[src/rtl/game_timer_pkg.sv]
// Shared types, constants and arithmetic helpers for the game countdown timer.
package game_timer_pkg;

  typedef enum logic [1:0] {
    IDLE    = 2'd0,
    RUNNING = 2'd1,
    PAUSED  = 2'd2,
    EXPIRED = 2'd3
  } timer_state_t;

  localparam int unsigned DEFAULT_TICK_DIV = 100000000;

  // Clamp a signed intermediate into [0, hi]; the timer never wraps.
  function automatic int sat_clamp(input int v, input int hi);
    if (v < 0) begin
      return 0;
    end else if (v > hi) begin
      return hi;
    end else begin
      return v;
    end
  endfunction

endpackage

[src/rtl/tick_prescaler.sv]
// Free-running divider that pulses tick_o on the last cycle of each TICK_DIV-cycle period.
module tick_prescaler
  import game_timer_pkg::*;
#(
  parameter int unsigned TICK_DIV = DEFAULT_TICK_DIV
) (
  input  logic clk_i,
  input  logic rst_ni,
  input  logic en_i,
  input  logic clr_i,
  output logic tick_o
);

  localparam int unsigned CntW = $clog2(TICK_DIV);
  localparam logic [CntW-1:0] LastVal = CntW'(TICK_DIV - 1);

  logic [CntW-1:0] cnt_q, cnt_d;

  always_comb begin
    cnt_d = cnt_q;
    if (clr_i) begin
      cnt_d = '0;
    end else if (en_i) begin
      cnt_d = (cnt_q == LastVal) ? '0 : cnt_q + 1'b1;
    end
  end

  // Holding en_i low freezes the count so a paused period resumes where it left off.
  assign tick_o = en_i && !clr_i && (cnt_q == LastVal);

  always_ff @(posedge clk_i or negedge rst_ni) begin
    if (!rst_ni) begin
      cnt_q <= '0;
    end else begin
      cnt_q <= cnt_d;
    end
  end

endmodule

[src/rtl/game_countdown_timer.sv]
// Game clock: counts remaining seconds down with pause, saturating bonus/penalty and expiry flags.
module game_countdown_timer
  import game_timer_pkg::*;
#(
  parameter int unsigned WIDTH       = 8,
  parameter int unsigned INIT        = 20,
  parameter int unsigned MAX         = 255,
  parameter int unsigned TICK_DIV    = DEFAULT_TICK_DIV,
  parameter int unsigned STEP_W      = 4,
  parameter int unsigned WARN_THRESH = 5
) (
  input  logic              clk_i,
  input  logic              rst_ni,
  input  logic              start_i,
  input  logic              pause_i,
  input  logic              adj_up_i,
  input  logic              adj_down_i,
  input  logic [STEP_W-1:0] adj_amt_i,
  output logic [WIDTH-1:0]  count_o,
  output logic              running_o,
  output logic              paused_o,
  output logic              expired_o,
  output logic              expired_pulse_o,
  output logic              sec_tick_o,
  output logic              warn_o
);

  localparam int unsigned SumW = WIDTH + STEP_W + 2;

  timer_state_t state_q, state_d;
  logic [WIDTH-1:0] count_q, count_d;
  logic expired_pulse_q, expired_pulse_d;
  logic sec_tick_q, sec_tick_d;
  logic tick, presc_en;
  logic signed [SumW-1:0] delta, sum;

  assign presc_en = (state_q == RUNNING) && !pause_i && !start_i;

  tick_prescaler #(
    .TICK_DIV(TICK_DIV)
  ) u_prescaler (
    .clk_i (clk_i),
    .rst_ni(rst_ni),
    .en_i  (presc_en),
    .clr_i (start_i),
    .tick_o(tick)
  );

  // Both flags together cancel out, as in the legacy controller.
  always_comb begin
    delta = '0;
    if (adj_up_i && !adj_down_i) begin
      delta = signed'(SumW'(adj_amt_i));
    end else if (!adj_up_i && adj_down_i) begin
      delta = -signed'(SumW'(adj_amt_i));
    end
    sum = signed'(SumW'(count_q)) - signed'(SumW'(tick)) + delta;
  end

  always_comb begin
    state_d         = state_q;
    count_d         = count_q;
    expired_pulse_d = 1'b0;
    sec_tick_d      = 1'b0;
    if (start_i) begin
      state_d = RUNNING;
      count_d = WIDTH'(INIT);
    end else begin
      unique case (state_q)
        IDLE: count_d = WIDTH'(INIT);
        RUNNING, PAUSED: begin
          sec_tick_d = tick;
          count_d    = WIDTH'(sat_clamp(int'(sum), int'(MAX)));
          if (count_d == '0) begin
            state_d         = EXPIRED;
            expired_pulse_d = 1'b1;
          end else begin
            state_d = pause_i ? PAUSED : RUNNING;
          end
        end
        EXPIRED: count_d = '0;
        default: state_d = IDLE;
      endcase
    end
  end

  always_ff @(posedge clk_i or negedge rst_ni) begin
    if (!rst_ni) begin
      state_q         <= IDLE;
      count_q         <= WIDTH'(INIT);
      expired_pulse_q <= 1'b0;
      sec_tick_q      <= 1'b0;
    end else begin
      state_q         <= state_d;
      count_q         <= count_d;
      expired_pulse_q <= expired_pulse_d;
      sec_tick_q      <= sec_tick_d;
    end
  end

  always_comb begin
    count_o         = count_q;
    running_o       = (state_q == RUNNING);
    paused_o        = (state_q == PAUSED);
    expired_o       = (state_q == EXPIRED);
    expired_pulse_o = expired_pulse_q;
    sec_tick_o      = sec_tick_q;
    warn_o          = ((state_q == RUNNING) || (state_q == PAUSED)) && (count_q != '0) &&
                      (count_q <= WIDTH'(WARN_THRESH));
  end

endmodule

[config.mk]
export PLATFORM = sky130hd
export DESIGN_NAME = game_countdown_timer
export DESIGN_NICKNAME = d
export VERILOG_FILES = /design/src/rtl/game_timer_pkg.sv /design/src/rtl/tick_prescaler.sv /design/src/rtl/game_countdown_timer.sv
export SDC_FILE = /design/constraint.sdc
export NUM_CORES = 1
export LEC_CHECK = 0
export BUFFER_PORTS_ARGS = -buffer_cell sky130_fd_sc_hd__buf_2
export CAP_MARGIN = 20
export CORE_UTILIZATION = 35
export DETAILED_ROUTE_END_ITERATION = 8
export GPL_TIMING_DRIVEN = 0
export PLACE_DENSITY = 0.56
export SETUP_SLACK_MARGIN = 0.05
export SKIP_LAST_GASP = 1
export SLEW_MARGIN = 15
export SYNTH_ARGS = -nofsm -noshare
export SYNTH_HDL_FRONTEND = slang
export SYNTH_HIERARCHICAL = 1
export SYNTH_SLANG_ARGS = --single-unit
[constraint.sdc]
create_clock -name clk_i -period 8.6 [get_ports clk_i]
set_input_delay 2.15 -clock clk_i [delete_from_list [all_inputs] [get_ports clk_i]]
set_output_delay 2.15 -clock clk_i [all_outputs]
set_load 0.1 [all_outputs]
==> results.toml <==
[timing]
worst_slack_ns = 2.04
slew_headroom_pct = 38.9
hold_violations = 0
setup_viol = 0
finalCriticalPeriod_ns = 6.56
rsz0062_at_grt = "false"
tightest_slew_ns = 0.913
hold_slack_ns = 0.498
fin_crit_sh_pct = 76.2
fmax_mhz = 153
fin_skew_ns = 0.00700
fin_tns_setup_ns = 0
report.final.slew_viol_count = 0

[logic_synthesis]
ys_seq_area_share_pct = 29.7
synth_fp_nets = 415
yosys-top-cells-count = "dfrtp_1, nand2_1, a21oi_1"
synthesis.area_mm2 = 0.00330
yosys-top-cells-area = "dfrtp_1, ha_1, a21oi_1"
yosysUniqueCellTypes = 68
synth-async-reset-ratio_pct = 100
synth_top_area_share_pct = 28.1
synth-edff-count = 0
ys_ff_latch = 39
synthFlopType = "dfrtp_1"
syn_avg_cell_area_um2 = 8.56
synth_warnings = 6
synth_cells = 385
yosysTopAreaCell = "dfrtp_1"

[power_and_ir_drop]
power_mw = 0.709
ir_drop_mv = 0.148
p_per_area_mw_per_mm2 = 195
power.leakage_nw = 1.55

[grt]
antenna_found_initial = 0
grt_max_degree = 40
overflow = 0
grt_pass1_wl_um = 14400
grt_usage_pct = 18.3
grt_pass1_vias = 2811

[final_layout]
final_util_pct = 39.5
final_cells = 527
diodes = 0
syn2layout_area_growth_pct = 10.2
stdcell_area_mm2 = 0.00363
drive_gt1_share_pct = 15.1
fill_cells = 958
layout.nets = 445

[clock_network]
cts_tree = "done"
post_cts_buffers = 0
htreeDepth = 2
numClockSinks = 39
numCtsBuffers = 5
cts-root-buf = "clkbuf_8"
cts_buffer_depth = 2
ctsResizeCount = 0
hold_buffers = 0
path_clk_slew_ns = 0.07
clk_latency_ns = 0.29

[worst_setup_path]
reg2reg_from = "u_prescaler/cnt_q[1]$_DFFE_PN0P_"
worst_r2r_endpoint = "count_o[0]$_DFF_PN0_"
worstPathRequired_ns = 8.77
critPathKind = "input pin to flip-flop"
rrSetupSlack_ns = 3.17
cp_max_fo = 10
endpoint_kind = "flip-flop"
arrival_ns = 6.73
setup.worst_path.start_class = "input pin"
r2r_cells = 20

[floorplanning]
die_w_um = 99.0
rows = 35
ios = 24
core_mm2 = 0.00920
dieArea_mm2 = 0.00981
start_util_pct = 35.8
die_h_um = 99.0

[worst_hold_path]
hp-start = "u_prescaler/cnt_q[26]$_DFFE_PN0P_"
hold_path_depth = 1
min_path_type = "flip-flop to flip-flop"
holdPathEnd = "u_prescaler/cnt_q[26]$_DFFE_PN0P_"

[route]
ant_nets = 0
dr.pass1.iters = 5
drtIter0Drc = 174
dr_wl_met2_um = 3650
drt-vias-per-instance = 5.87
via_count = 3091
routed_wl_um = 8460
dr_wl_met3_um = 270
highest_layer = "met4"
post_drt_wl_per_cell_um = 16.1
post-route-drc-count = 0
wl_met1_um = 4480

[place]
place_hpwl_um = 6320
place_area_mm2 = 0.00355
gp_congestion = 0.926
dp_slack_ns = 1.86
portBuffers = 23
dp.cells = 519

[outcome]
status = "complete, no violations"

[job]
drv_cap = 0
metal layers:
layer | global-route usage (%) | vias to the layer above
met3 | 2.06 | 5
met1 | 28.0 | 1492
met5 | 0 | -
met2 | 27.7 | 58
li1 | - | 1536
met4 | 3.44 | 0
worst max-delay path: stages:
cell,delay (ns)
buf_2,0.16
nor3b_1,0.41
nand2b_1,0.15
nor2_1,0.27
ha_1,0.27
ha_1,0.22
nor3b_1,0.54
nand2_1,0.18
clkinv_1,0.19
ha_1,0.33
inv_1,0.13
a211oi_1,0.05
a22oi_1,0.48
o21ai_0,0.16
o21ai_0,0.16
mux2i_1,0.13
and3_1,0.18
buf_4,0.17
a2111oi_2,0.38
registers in the layout (all words and copies together) (netlist names):
register / cells
u_prescaler/cnt_q: 27
count_o: 8
state_q: 2
expired_pulse_o: 1
sec_tick_o: 1
layout make-up:
type	count	area (um2)	share of cell area, %
inverters	22	82.6	2.27
clock inverters	1	5.00	0.138
clock buffers	7	76.3	2.10
repair buffers	23	115	3.17
plain buffers	12	62.6	1.72
multi-input cells	312	2170	59.8
flip-flops and latches	39	978	26.9
well taps	111	139	3.82
logic make-up after synthesis:
| kind of cell | Yosys count | share of synthesized area (%) |
|---|---|---|
| flip-flops | 39 | 29.7 |
| multiplexers | 6 | 2.05 |
| XOR/XNOR | 14 | 4.14 |
| AND/OR/NAND/NOR | 157 | 27.1 |
| AO/OA/AOI/OAI | 113 | 24.2 |
| buffers and inverters | 34 | 4.40 |
| adder cells (fa/ha/maj) | 22 | 8.43 |
worst max-delay path by stage:
| stage | start | endpoint | slack, ns | cells past startpoint |
|---|---|---|---|---|
| 3_3_place_gp | start_i | count_o[0]$_DFF_PN0_ | 1.86 | 18 |
| 5_1_grt | start_i | count_o[7]$_DFF_PN0_ | 1.73 | 19 |
| 6_report | start_i | count_o[0]$_DFF_PN0_ | 2.04 | 19 |
| 4_1_cts | start_i | count_o[0]$_DFF_PN0_ | 2.13 | 19 |
| 2_1_floorplan | start_i | count_o[4]$_DFF_PN1_ | 2.64 | 17 |
| 3_5_place_dp | start_i | count_o[0]$_DFF_PN0_ | 1.86 | 19 |
power by group:
| group | internal (mW) | switching [mW] |
|---|---|---|
| Combinational | 0.0971 | 0.267 |
| Sequential | 0.201 | 0.0222 |
| Clock | 0.0570 | 0.0640 |
| Total | 0.356 | 0.353 |
cells in the final DEF, fill, tap and decap left out, drive strengths merged, types with 5 or more instances in the layout:
master	n
nor4	9
inv	20
xnor2	7
a41oi	8
and3	7
a22o	5
ha	19
o21ai	17
nor3b	5
a211oi	6
buf	31
nand3	18
a31oi	19
clkbuf	11
a21oi	28
nand4	7
dfrtp	37
a2111oi	6
nor3	17
xor2	6
nand2b	9
nor2	24
nand2	37
(Power assumes the default switching activity.)
